`src/rtl/jtframe_dwnld_pack.sv`:
```
// Packs the HPS byte download stream into SDRAM programming writes.
// A small FIFO absorbs SDRAM write latency; each head byte is decoded into bank, word address and lane mask.
module jtframe_dwnld_pack #(
  parameter logic [22:0] BA1_START = 23'h10_0000,
  parameter logic [22:0] BA2_START = 23'h30_0000,
  parameter logic [22:0] BA3_START = 23'h50_0000,
  parameter int          FIFO_AW   = 2,
  parameter bit          SWAB      = 1'b0
) (
  input  logic        clk_sys,
  input  logic        rst_n,
  input  logic        downloading,
  input  logic [22:0] ioctl_addr,
  input  logic [7:0]  ioctl_data,
  input  logic        ioctl_rom_wr,
  output logic [21:0] prog_addr,
  output logic [7:0]  prog_data,
  output logic [1:0]  prog_mask,
  output logic [1:0]  prog_bank,
  output logic        prog_we,
  input  logic        prog_rdy,
  output logic        dwnld_busy,
  output logic        overflow
);

  localparam int DEPTH = 1 << FIFO_AW;

  typedef enum logic [1:0] {IDLE, WRITE, GAP} state_t;

  state_t               state;
  logic [30:0]          mem [DEPTH];
  logic [FIFO_AW-1:0]   wr_ptr, rd_ptr;
  logic [FIFO_AW:0]     count;
  logic                 empty, full, push, pop, drop;
  logic                 downloading_last;
  logic [22:0]          head_addr, offset;
  logic [7:0]           head_data;
  logic [1:0]           bank, lane, mask;

  assign empty = (count == '0);
  // count can only reach DEPTH, so its MSB alone marks a full FIFO
  assign full  = count[FIFO_AW];
  assign pop   = (state == WRITE) && prog_rdy;
  assign push  = ioctl_rom_wr && (!full || pop);
  assign drop  = ioctl_rom_wr && !push;

  assign {head_addr, head_data} = mem[rd_ptr];

  always_comb begin
    bank   = 2'd0;
    offset = head_addr;
    if (head_addr >= BA3_START) begin
      bank   = 2'd3;
      offset = head_addr - BA3_START;
    end else if (head_addr >= BA2_START) begin
      bank   = 2'd2;
      offset = head_addr - BA2_START;
    end else if (head_addr >= BA1_START) begin
      bank   = 2'd1;
      offset = head_addr - BA1_START;
    end
    lane = offset[0] ? 2'b01 : 2'b10;
    mask = SWAB ? ~lane : lane;
  end

  always_ff @(posedge clk_sys) begin
    if (push) mem[wr_ptr] <= {ioctl_addr, ioctl_data};
  end

  always_ff @(posedge clk_sys) begin
    if (!rst_n) begin
      wr_ptr <= '0;
      rd_ptr <= '0;
      count  <= '0;
    end else begin
      if (push) wr_ptr <= wr_ptr + 1'b1;
      if (pop)  rd_ptr <= rd_ptr + 1'b1;
      if (push && !pop)      count <= count + 1'b1;
      else if (pop && !push) count <= count - 1'b1;
    end
  end

  always_ff @(posedge clk_sys) begin
    if (!rst_n) begin
      state     <= IDLE;
      prog_we   <= 1'b0;
      prog_addr <= '0;
      prog_data <= '0;
      prog_mask <= 2'b11;
      prog_bank <= '0;
    end else begin
      case (state)
        IDLE: if (!empty) begin
          prog_addr <= offset[22:1];
          prog_data <= head_data;
          prog_mask <= mask;
          prog_bank <= bank;
          prog_we   <= 1'b1;
          state     <= WRITE;
        end
        WRITE: if (prog_rdy) begin
          prog_we <= 1'b0;
          state   <= GAP;
        end
        GAP:     state <= IDLE;
        default: state <= IDLE;
      endcase
    end
  end

  always_ff @(posedge clk_sys) begin
    if (!rst_n) begin
      overflow         <= 1'b0;
      dwnld_busy       <= 1'b0;
      downloading_last <= 1'b0;
    end else begin
      downloading_last <= downloading;
      dwnld_busy       <= downloading || !empty || (state != IDLE);
      // a drop in the same cycle as a new download start still gets flagged
      if (downloading && !downloading_last) overflow <= 1'b0;
      if (drop) overflow <= 1'b1;
    end
  end

endmodule

```
`config.mk`:
```
export PLATFORM = sky130hd
export DESIGN_NAME = jtframe_dwnld_pack
export DESIGN_NICKNAME = d
export VERILOG_FILES = /design/src/rtl/jtframe_dwnld_pack.sv
export SDC_FILE = /design/constraint.sdc
export NUM_CORES = 1
export LEC_CHECK = 0
export BUFFER_PORTS_ARGS = -buffer_cell sky130_fd_sc_hd__buf_4
export CORE_MARGIN = 2
export CORE_UTILIZATION = 50
export DETAILED_ROUTE_END_ITERATION = 7
export PLACE_DENSITY = 0.7
export SKIP_LAST_GASP = 1
export SYNTH_ARGS = -nofsm -noshare
export SYNTH_HDL_FRONTEND = slang
export SYNTH_SLANG_ARGS = --single-unit
```
`constraint.sdc`:
```
create_clock -name clk_sys -period 7.6 [get_ports clk_sys]
set_input_delay 1.52 -clock clk_sys [delete_from_list [all_inputs] [get_ports clk_sys]]
set_output_delay 1.52 -clock clk_sys [all_outputs]
set_load 0.05 [all_outputs]
```
Word level (Yosys, flattened, before mapping)
Memory sizes are Yosys's and may differ from the RTL's. A register that Yosys moved wholly into a read port is not among the register bits. Index checks and enable logic that the tools add are counted.

Memories: 1. RAM bits: 124. Register bits after elaboration: 47. Output and inout port bits: 37. Logic and storage cells: 71. Input bits: 36.

Add/subtract/negate cells: 7. Reductions and logical operators: 23. Multiplexer cells: 21. Bitwise operators: 1. Equal/unequal tests: 3. Order comparisons: 3.

Memory list: mem (depth 4, bits a word 31, rd ports 1, clocked after memory_dff 1, wr ports 1, line 31) `logic [30:0] mem [DEPTH];`.

Operators by type and width (number): 2-to-1 mux 23 bit (3); greater-or-equal comparator 23 x 21 -> 1 bit (second input constant) (1); greater-or-equal comparator 23 x 22 -> 1 bit (second input constant) (1); greater-or-equal comparator 23 bit (second input constant) (1); subtractor 23 x 21 -> 23 bit (second input constant) (1); subtractor 23 x 22 -> 23 bit (second input constant) (1); subtractor 23 bit (second input constant) (1); 2-to-1 mux 2 bit (7); nonzero test 2 bit (4); 2-to-1 mux 1 bit (7); logical AND 1 bit (6); 2-to-1 mux 3 bit (2); logical NOT 1 bit (5); adder 2 x 1 -> 2 bit (second input constant) (2); != test 2 bit (second input constant) (2); case mux 2 bit (2 select lines) (1); AND reduction 2 bit (2); adder 3 x 1 -> 3 bit (second input constant) (1); logical NOT 3 bit (1); logical OR 1 bit (3); AND reduction 3 bit (1); subtractor 3 x 1 -> 3 bit (second input constant) (1); equality test 2 x 1 -> 1 bit (second input constant) (1); logical NOT 2 bit (1); 2 further kinds (2).

Longest topological paths before layout
Gate-level depths: netlist of the first run.

Word-level depth: 8. Mapped depth: 10. Mapped depth without buffers: 10.

Worst setup path before layout of the first run
No wires, ideal clock.

Kind: input to register. Start: in prog_rdy. End: reg count[2]. Setup slack: 4.097 ns. Data required time: 7.524 ns. Setup time: 0.076 ns. Path buffers: 0. Arrival: 3.427 ns. Stages: 10. Cell sequence: nand2_1 -> nor2_1 -> inv_1 -> a21boi_1 -> ha_1 -> inv_1 -> fa_1 -> xor2_1 -> or3_1 -> a21boi_0.

Word-level cells in the longest chain between the ends: 6. Elaborated cells between the ends (all ways): 9. Classes of those cells: mux (1); reduce/logical (8).

Ends and longest elaborated chain: start, declared (line 21) `input logic prog_rdy,`; logical AND 1 bit (*) (line 43) `assign pop = (state == WRITE) && prog_rdy;`; logical OR 1 bit (*) (line 44) `assign push = ioctl_rom_wr && (!full || pop);`; logical AND 1 bit (*) (line 44); via push (line 34) `logic empty, full, push, pop, drop;`; logical NOT 1 bit (line 79) `else if (pop && !push) count <= count - 1'b1;`; logical AND 1 bit (line 79); nonzero test 2 bit (no source line); end signal, assigned (line 78) `if (push && !pop) count <= count + 1'b1;`; end signal, assigned (line 79); end, declared (line 33) `logic [FIFO_AW:0] count;`.

Mark *: on every way through the listed nets, which the timed path passes. The rest lies on a longest branch. A chain may end at the register's enable or synchronous reset.

Worst setup path in the final report of the first run
Same ends and word-level chain as after synthesis.

==> results of run 1 <==
[path summary, 6_finish.rpt]
path / depth (start not counted) / to / start
min reg2reg: 2 / prog_addr[8] / prog_addr[8]
min: 2 / prog_addr[8] / prog_addr[8]
max reg2reg: 7 / prog_addr[20] / flop
max: 11 / count[2] / prog_rdy
[power by group]
| group | internal, W | total, W | switching, W |
|---|---|---|---|
| Sequential | 0.00118 | 0.00125 | 0.0000645 |
| Combinational | 0.000303 | 0.000919 | 0.000616 |
| Clock | 0.000524 | 0.000870 | 0.000346 |
| Total | 0.00201 | 0.00304 | 0.00103 |
[flip-flops by register name, summed over array words and instances (netlist names), 3 cells and up, named ones only]
| signal | count |
|---|---|
| prog_data | 8 |
| count | 3 |
| prog_addr | 22 |
| mem | 124 |
[cells in the final DEF (no fill, tap or decap), drive strengths merged, types with 3 or more instances in the layout]
cell type,netlist,routed
a21oi,4,4
edfxtp,124,124
or3,3,3
bufinv,0,3
clkinv,0,5
ha,8,8
o21ai,7,7
nand3,4,4
clkinvlp,0,6
and2,13,13
buf,5,80
clkbuf,15,18
nor4,5,5
inv,10,10
dfxtp,49,49
mux4,31,31
nor2,6,6
a21boi,32,32
nand2,66,66
xnor2,4,4
[metrics by stage]
step,power [W],instances,hold WS [ns]
2_1_floorplan,0.00192,408,0.441
3_3_place_gp,0.00217,640,0.450
3_5_place_dp,0.00219,640,0.458
4_1_cts,0.00306,672,0.467
5_1_grt,0.00318,672,0.485
6_report,0.00304,672,0.462
[final cells by class]
| cell class | count | area (µm²) | area share [%] |
|---|---|---|---|
| clock buffer | 18 | 439 | 5.55 |
| clock inverter | 14 | 170 | 2.15 |
| inverter | 10 | 37.5 | 0.474 |
| multi-input combinational | 205 | 1740 | 22.0 |
| sequential | 173 | 4710 | 59.5 |
| tap | 172 | 215 | 2.72 |
| timing repair buffer | 80 | 601 | 7.59 |
[cells in the mapped netlist, types with 2 or more instances]
cell and n:
or3_1 3, xnor2_1 4, inv_1 10, a31oi_1 2, nor2_1 6, a2111oi_0 2, mux4_2 31, a21boi_0 31
nand3_1 4, a21oi_1 4, nor2b_1 2, ha_1 8, buf_2 2, nor4_1 5, edfxtp_1 124, nand2_1 66
dfxtp_1 49, buf_1 2, clkbuf_1 15, xor2_1 2, o21ai_0 7, and2_1 13
[layer usage]
layer  up-vias  wire length, µm  GRT usage [%]
li1       1698                -              -
met1      1810             5300           23.3
met2        80             6010           29.9
met3        10              445           4.34
met4         0              120           7.14
met5         -                0              0
[cells by family (layout without fill, tap and decap cells)]
logic type / Yosys count / count (layout)
xor+xnor: 6 / 6
fa+ha+maj: 9 / 9
mux: 32 / 32
simple gates: 100 / 100
buf+inv: 30 / 122
flops: 173 / 173
compound gates: 58 / 58
[worst reg2reg max path: cells and delay by family, from the launching register on]
family,cells,cell delay [ns]
compound gates,3,0.83
simple gates,2,0.69
mux,1,0.64
buf+inv,1,0.52
flops,1,0.31
==> summary.md, run 1 <==
| Metric | Value |
|---|---|
| Iteration-0 DRC Markers | `223` |
| Synth Register Bits | `~170` |
| Worst Skew | `approximately 0.0061 ns` |
| Resized Gates After CTS | `0` |
| Period utilisation layout | `a little under half` |
| Largest net degree at the start of global routing | `50` |
| Syn. warnings | `0` |
| Final count of pins violating max slew | `0` |
| Min-delay worst type | `reg -> reg` |
| Arr. time, crit path | `3.86 ns` |
| First drt pass iteration count | `4` |
| Clk sinks | `between 150 and 200` |
| Area contributors post-synth | `edfxtp_1 57%, dfxtp_1 15%, mux4_2 11%` |
| Depth of the CTS H-tree | `4` |
| Placed Area | `7300 µm²` |
| Cts bufs inserted | `17` |
| Crit start category | `primary input` |
| Routability cong. | `0.693` |
| Syn Inst Count | `408` |
| Max clock buf depth | `2` |
| Simple-gate share of the synthesized area | `6.72%` |
| Syn avg cell area | `16.1 µm²` |
| Yosys top cell by area | `edfxtp_1` |
| DRC viols | `0` |
| Synth Area in XOR/XNOR | `less than 1%` |
| Max FO, Critical Path | `8` |
| Max-cap violations | `0` |
| Number of port buffers | `72` |
| Grt ovf | `0` |
| Synth cell types | `38` |
| Post-synthesis mux area share | `10.8%` |
| Diode count | `0` |
| Maximum clock frequency | `0.285 GHz` |
| Worst-Margin Slew | `0.663 ns` |
| Setup repair bufs after CTS | `0` |
| Hold buffer count at CTS | `0` |
| Vias/cell | `5.35` |
| Vias | `around 3,600` |
| Clock Latency Late Sink | `0.42 ns` |
| Filler cells | `a little under 1,000` |
| Min Tclk post-route | `3.51 ns` |
| Net count reported at finish | `532` |
| Share of cells above drive strength 1 | `28.6%` |
| Initial antenna violation count | `0` |
| Initial Util | `between 50% and 60%` |
| Most frequent CP cell | `inv_1` |
| Fin util | `between 60% and 70%` |
| P_leak | `2.77 nW` |
| Worst VDD drop | `0.000191 V` |
| Register area share after synthesis | `about 72%` |
| Critical path buffers and inverters | `3` |
| Antenna-violating nets left | `0` |
| Critical Path End Type | `flop` |
| Hold Vio Cnt, Final | `0` |
| CORE AREA | `about 13,000 µm²` |
| Die area | `14,100 µm²` |
| Critical path class | `in -> reg` |
| Slew HR | `55.8%` |
| Final WL | `about 12,000 µm` |
| TritonCTS clock tree | `done` |
| Net count after synthesis | `between 400 and 500` |
| Root Driver | `clkbuf_16` |
| DIE HEIGHT | `119 µm` |
| Routed WL per cell | `17.7 µm` |
| Synth Area in Adders | `1.83%` |
| Post-DP HPWL | `7360 µm` |
| Synth Area in Compound Gates | `between 6 and 7%` |
| Top_reg_cell synth | `edfxtp_1` |
| DP Worst Slack | `3.66 ns` |
| Area delta synth->final | `20.4%` |
| WP data required | `about 8 ns` |
| Vias in the first global route | `3,702` |
| R2r setup slk | `4.48 ns` |
| Fin worst setup slack | `4.09 ns` |
| Power Density | `384 nW/µm²` |
| Post-synth EDFFs | `124` |
| Worst-path clk slew | `approximately 0.06 ns` |
| FFs w/ async S/R, synth | `0%` |
| Status | `completed` |
| Syn Std Cell Area | `6570 µm²` |
| Gr usage total | `about 18%` |
| Final instance area | `7910 µm²` |
| Largest family of logic cells by synthesized area | `multiplexers` |
| CP peak stage delay | `0.51 ns` |
| Row count | `slightly above 40` |
| I/O pins | `73` |
| Die width | `119 µm` |
| Final TNS setup | `0 ns` |
| Top delay family on crit path | `compound AO/OA/AOI/OAI gates` |
| Wire length of the first global-routing pass | `19,100 µm` |
| Finish-stage setup viols | `0` |
| CP cell instances | `buf_4 -> nand2_1 -> nor2_1 -> inv_1 -> a21boi_1 -> ha_1 -> inv_1 -> fa_1 -> xor2_1 -> or3_1 -> a21boi_0` |
| RSZ-0062 raised after global routing | `no` |
| Synth top area share | `a little under three fifths` |
| CP max stage cell | `a21boi_1` |
No activity file was read; power rests on OpenSTA's default activity.
==> run 2, diff against run 1 <==
clock period = 3.7 ns   (was 7.6 ns; I/O delays follow)
==> run 2 against run 1 <==
Final cell count increased by 1.0%. Utilization increased by 0.43 points. Register-to-register slack got worse by 3.7 ns. Die area unchanged. Clock skew increased by 0.0017 ns. Sequential share of layout area decreased by 0.41 points. Cell area increased by 0.70%. Clock power increased by 110%. Clock-buffer cell count decreased by 1. First-iteration DRC count decreased by 0.45%. Critical endpoint is now prog_addr[20]. Largest power group unchanged.
==> summary.md, run 2 (same netlist as run 1, synthesis figures left out) <==
| Metric | Value |
|---|---|
| Status | `completed (unchanged)` |
| Initial Util | `51.6% (unchanged)` |
| FF-to-FF path depth | `7 (unchanged)` |
| Period utilisation layout | `77.7%` |
| Worst-path clk slew | `0.07 ns (was 0.06 ns)` |
| Routability cong. | `0.685 (was 0.693)` |
| Final count of pins violating max slew | `0 (unchanged)` |
| Die area | `14,100 µm² (unchanged)` |
| Hold buffer count at CTS | `0 (unchanged)` |
| Power Density | `789 nW/µm² (was 384 nW/µm²)` |
| Post-DP HPWL | `8050 µm (was 7360 µm)` |
| Max clock buf depth | `2 (unchanged)` |
| Filler cells | `980 (was 984)` |
| Final instance area | `7970 µm² (was 7910 µm²)` |
| Final TNS setup | `0 ns (unchanged)` |
| CP max stage cell | `mux4_2 (was a21boi_1)` |
| TritonCTS clock tree | `done (unchanged)` |
| Final WL | `12,500 µm (was 11,900 µm)` |
| Resized Gates After CTS | `0 (unchanged)` |
| Max FO, Critical Path | `8 (unchanged)` |
| Largest reg by FF count | `mem (unchanged)` |
| Row count | `41 (unchanged)` |
| P_leak | `2.83 nW (was 2.77 nW)` |
| Worst Skew | `0.00781 ns (was 0.00613 ns)` |
| Top Registers | `mem (124), prog_addr (22), prog_data (8) (unchanged)` |
| Number of port buffers | `72 (unchanged)` |
| Die width | `119 µm (unchanged)` |
| Grt ovf | `0 (unchanged)` |
| Critical Path End Type | `flop (unchanged)` |
| Clock power frac | `28.5% (was 28.7%)` |
| Cts bufs inserted | `17 (unchanged)` |
| Fin worst setup slack | `0.825 ns (was 4.09 ns)` |
| WHS Path Cells | `2 (unchanged)` |
| Share of cells above drive strength 1 | `29.8% (was 28.6%)` |
| Setup repair bufs after CTS | `0 (unchanged)` |
| Vias in the first global route | `3,850 (was 3,702)` |
| Finish-stage setup viols | `0 (unchanged)` |
| Clk sinks | `173 (unchanged)` |
| Wire length of the first global-routing pass | `20,400 µm (was 19,100 µm)` |
| Critical path class | `reg -> reg (was in -> reg)` |
| Initial antenna violation count | `0 (unchanged)` |
| Min-delay worst type | `reg -> reg (unchanged)` |
| Clock Latency Late Sink | `0.43 ns (was 0.42 ns)` |
| DRC viols | `0 (unchanged)` |
| Maximum clock frequency | `0.348 GHz` |
| CP cell instances | `buf_4 -> mux4_2 -> nor4_1 -> nand3_1 -> or3_1 -> a221o_1 -> a31oi_1 (was buf_4 -> nand2_1 -> nor2_1 -> inv_1 -> a21boi_1 -> ha_1 -> inv_1 -> fa_1 -> xor2_1 -> or3_1 -> a21boi_0)` |
| Placed Area | `7370 µm² (was 7300 µm²)` |
| Gr usage total | `19.4% (was 18.2%)` |
| Number of flip-flops in the largest register | `124 (unchanged)` |
| First drt pass iteration count | `4 (unchanged)` |
| WP data required | `4.06 ns (was 7.94 ns)` |
| Vias/cell | `5.45 (was 5.35)` |
| R2r setup slk | `0.83 ns (was 4.48 ns)` |
| Largest net degree at the start of global routing | `50 (unchanged)` |
| DIE HEIGHT | `119 µm (unchanged)` |
| Worst-Margin Slew | `0.526 ns (was 0.663 ns)` |
| Top delay family on crit path | `simple AND/OR/NAND/NOR gates (was compound AO/OA/AOI/OAI gates)` |
| Min Tclk post-route | `roughly 2.9 ns` |
| Routed WL per cell | `18.4 µm (was 17.7 µm)` |
| Reg2reg end | `prog_addr[20] (unchanged)` |
| Commonest non-fill, non-tap cells in the layout | `124 x edfxtp_1, 86 x buf_4, 66 x nand2_1 (was 124 x edfxtp_1, 80 x buf_4, 66 x nand2_1)` |
| Depth of the CTS H-tree | `4 (unchanged)` |
| Sw Pwr | `0.00220 W (was 0.00103 W)` |
| Most common cell after layout, fill and taps aside | `edfxtp_1 (unchanged)` |
| Combinational Power Share | `30.5% (was 30.3%)` |
| CORE AREA | `12,700 µm² (unchanged)` |
| WHS Endpoint | `prog_bank[0] (was prog_addr[8])` |
| Root Driver | `clkbuf_16 (unchanged)` |
| Vias | `3,698 (was 3,598)` |
| Area delta synth->final | `21.3% (was 20.4%)` |
| Sequential Power Share | `40.9% (was 41.1%)` |
| I/O pins | `73 (unchanged)` |
| Diode count | `0 (unchanged)` |
| Max-cap violations | `0 (unchanged)` |
| Smallest hold slack | `0.458 ns (was 0.462 ns)` |
| Worst min-delay path startpoint | `prog_bank[0] (was prog_addr[8])` |
| Antenna-violating nets left | `0 (unchanged)` |
| Slew HR | `64.9% (was 55.8%)` |
| Arr. time, crit path | `3.23 ns (was 3.86 ns)` |
| RSZ-0062 raised after global routing | `no (unchanged)` |
| Hold Vio Cnt, Final | `0 (unchanged)` |
| Int Pwr | `0.00409 W (was 0.00201 W)` |
| Iteration-0 DRC Markers | `222 (was 223)` |
| Critical path buffers and inverters | `1 (was 3)` |
| Worst VDD drop | `0.000503 V (was 0.000191 V)` |
| Sw frac | `35.0% (was 33.8%)` |
| DP Worst Slack | `0.641 ns (was 3.66 ns)` |
| Crit start category | `flop (was primary input)` |
| Net count reported at finish | `539 (was 532)` |
| CP peak stage delay | `0.55 ns (was 0.51 ns)` |
-- run 2: cell types whose count changed in the layout (fill, tap and decap cells not counted), sizes merged --
cell | previous run | this run
clkinv | 5 | 3
bufinv | 3 | 2
buf | 80 | 87
clkinvlp | 6 | 0
clkbuf | 18 | 17
inv | 10 | 20
-- run 2: metal layers --
metal	vias up	wire length [µm]	share of wire [%]	GRT usage (%)
met5	-	0	0	0
met4	0	216	1.7	7.22
met3	17	499	4.0	5.16
met2	91	6390	51	32.4
met1	1874	5400	43	24.4
li1	1716	-	-	-
-- run 2: final cells by class --
cell class              count  area [µm²]  area share (%)
well taps                 172         215            2.70
clock buffers              17         425            5.34
clock inverters            15         174            2.18
flip-flops and latches    173        4710            59.1
inverters                  10        37.5           0.471
repair buffers             87         666            8.36
multi-input cells         205        1740            21.9
-- run 2: how the worst max path moves through the flow --
stage / start / end / slack [ns] / depth (start not counted)
floorplan: prog_rdy / count[2] / 0.98 / 10
detailed placement: prog_rdy / count[2] / 0.64 / 11
finish: flop / prog_addr[20] / 0.83 / 7
global placement: prog_rdy / count[2] / 0.75 / 11
global route: flop / prog_addr[20] / 0.53 / 7
CTS: flop / prog_addr[20] / 0.85 / 7
-- run 2: worst min-delay path, stage by stage (launching register included) --
cell     delay (ns)
dfxtp_1        0.31
nand3_1        0.06
nand2_1        0.05
-- run 2: power groups by stage --
stage	registers [W]	logic [W]	clock network (W)
6_report	0.00257	0.00192	0.00179
5_1_grt	0.00261	0.00208	0.00190
4_1_cts	0.00258	0.00195	0.00183
3_5_place_dp	0.00262	0.00193	0
3_3_place_gp	0.00260	0.00191	0
2_1_floorplan	0.00311	0.000826	0
-- run 2: per-stage QoR --
stage	total power [W]	instances	utilization [%]
after global routing	0.00659	679	62.6
after global placement	0.00451	647	57.9
final	0.00629	679	62.6
after CTS	0.00635	679	62.6
after detailed placement	0.00455	647	57.9
after floorplan	0.00394	408	-
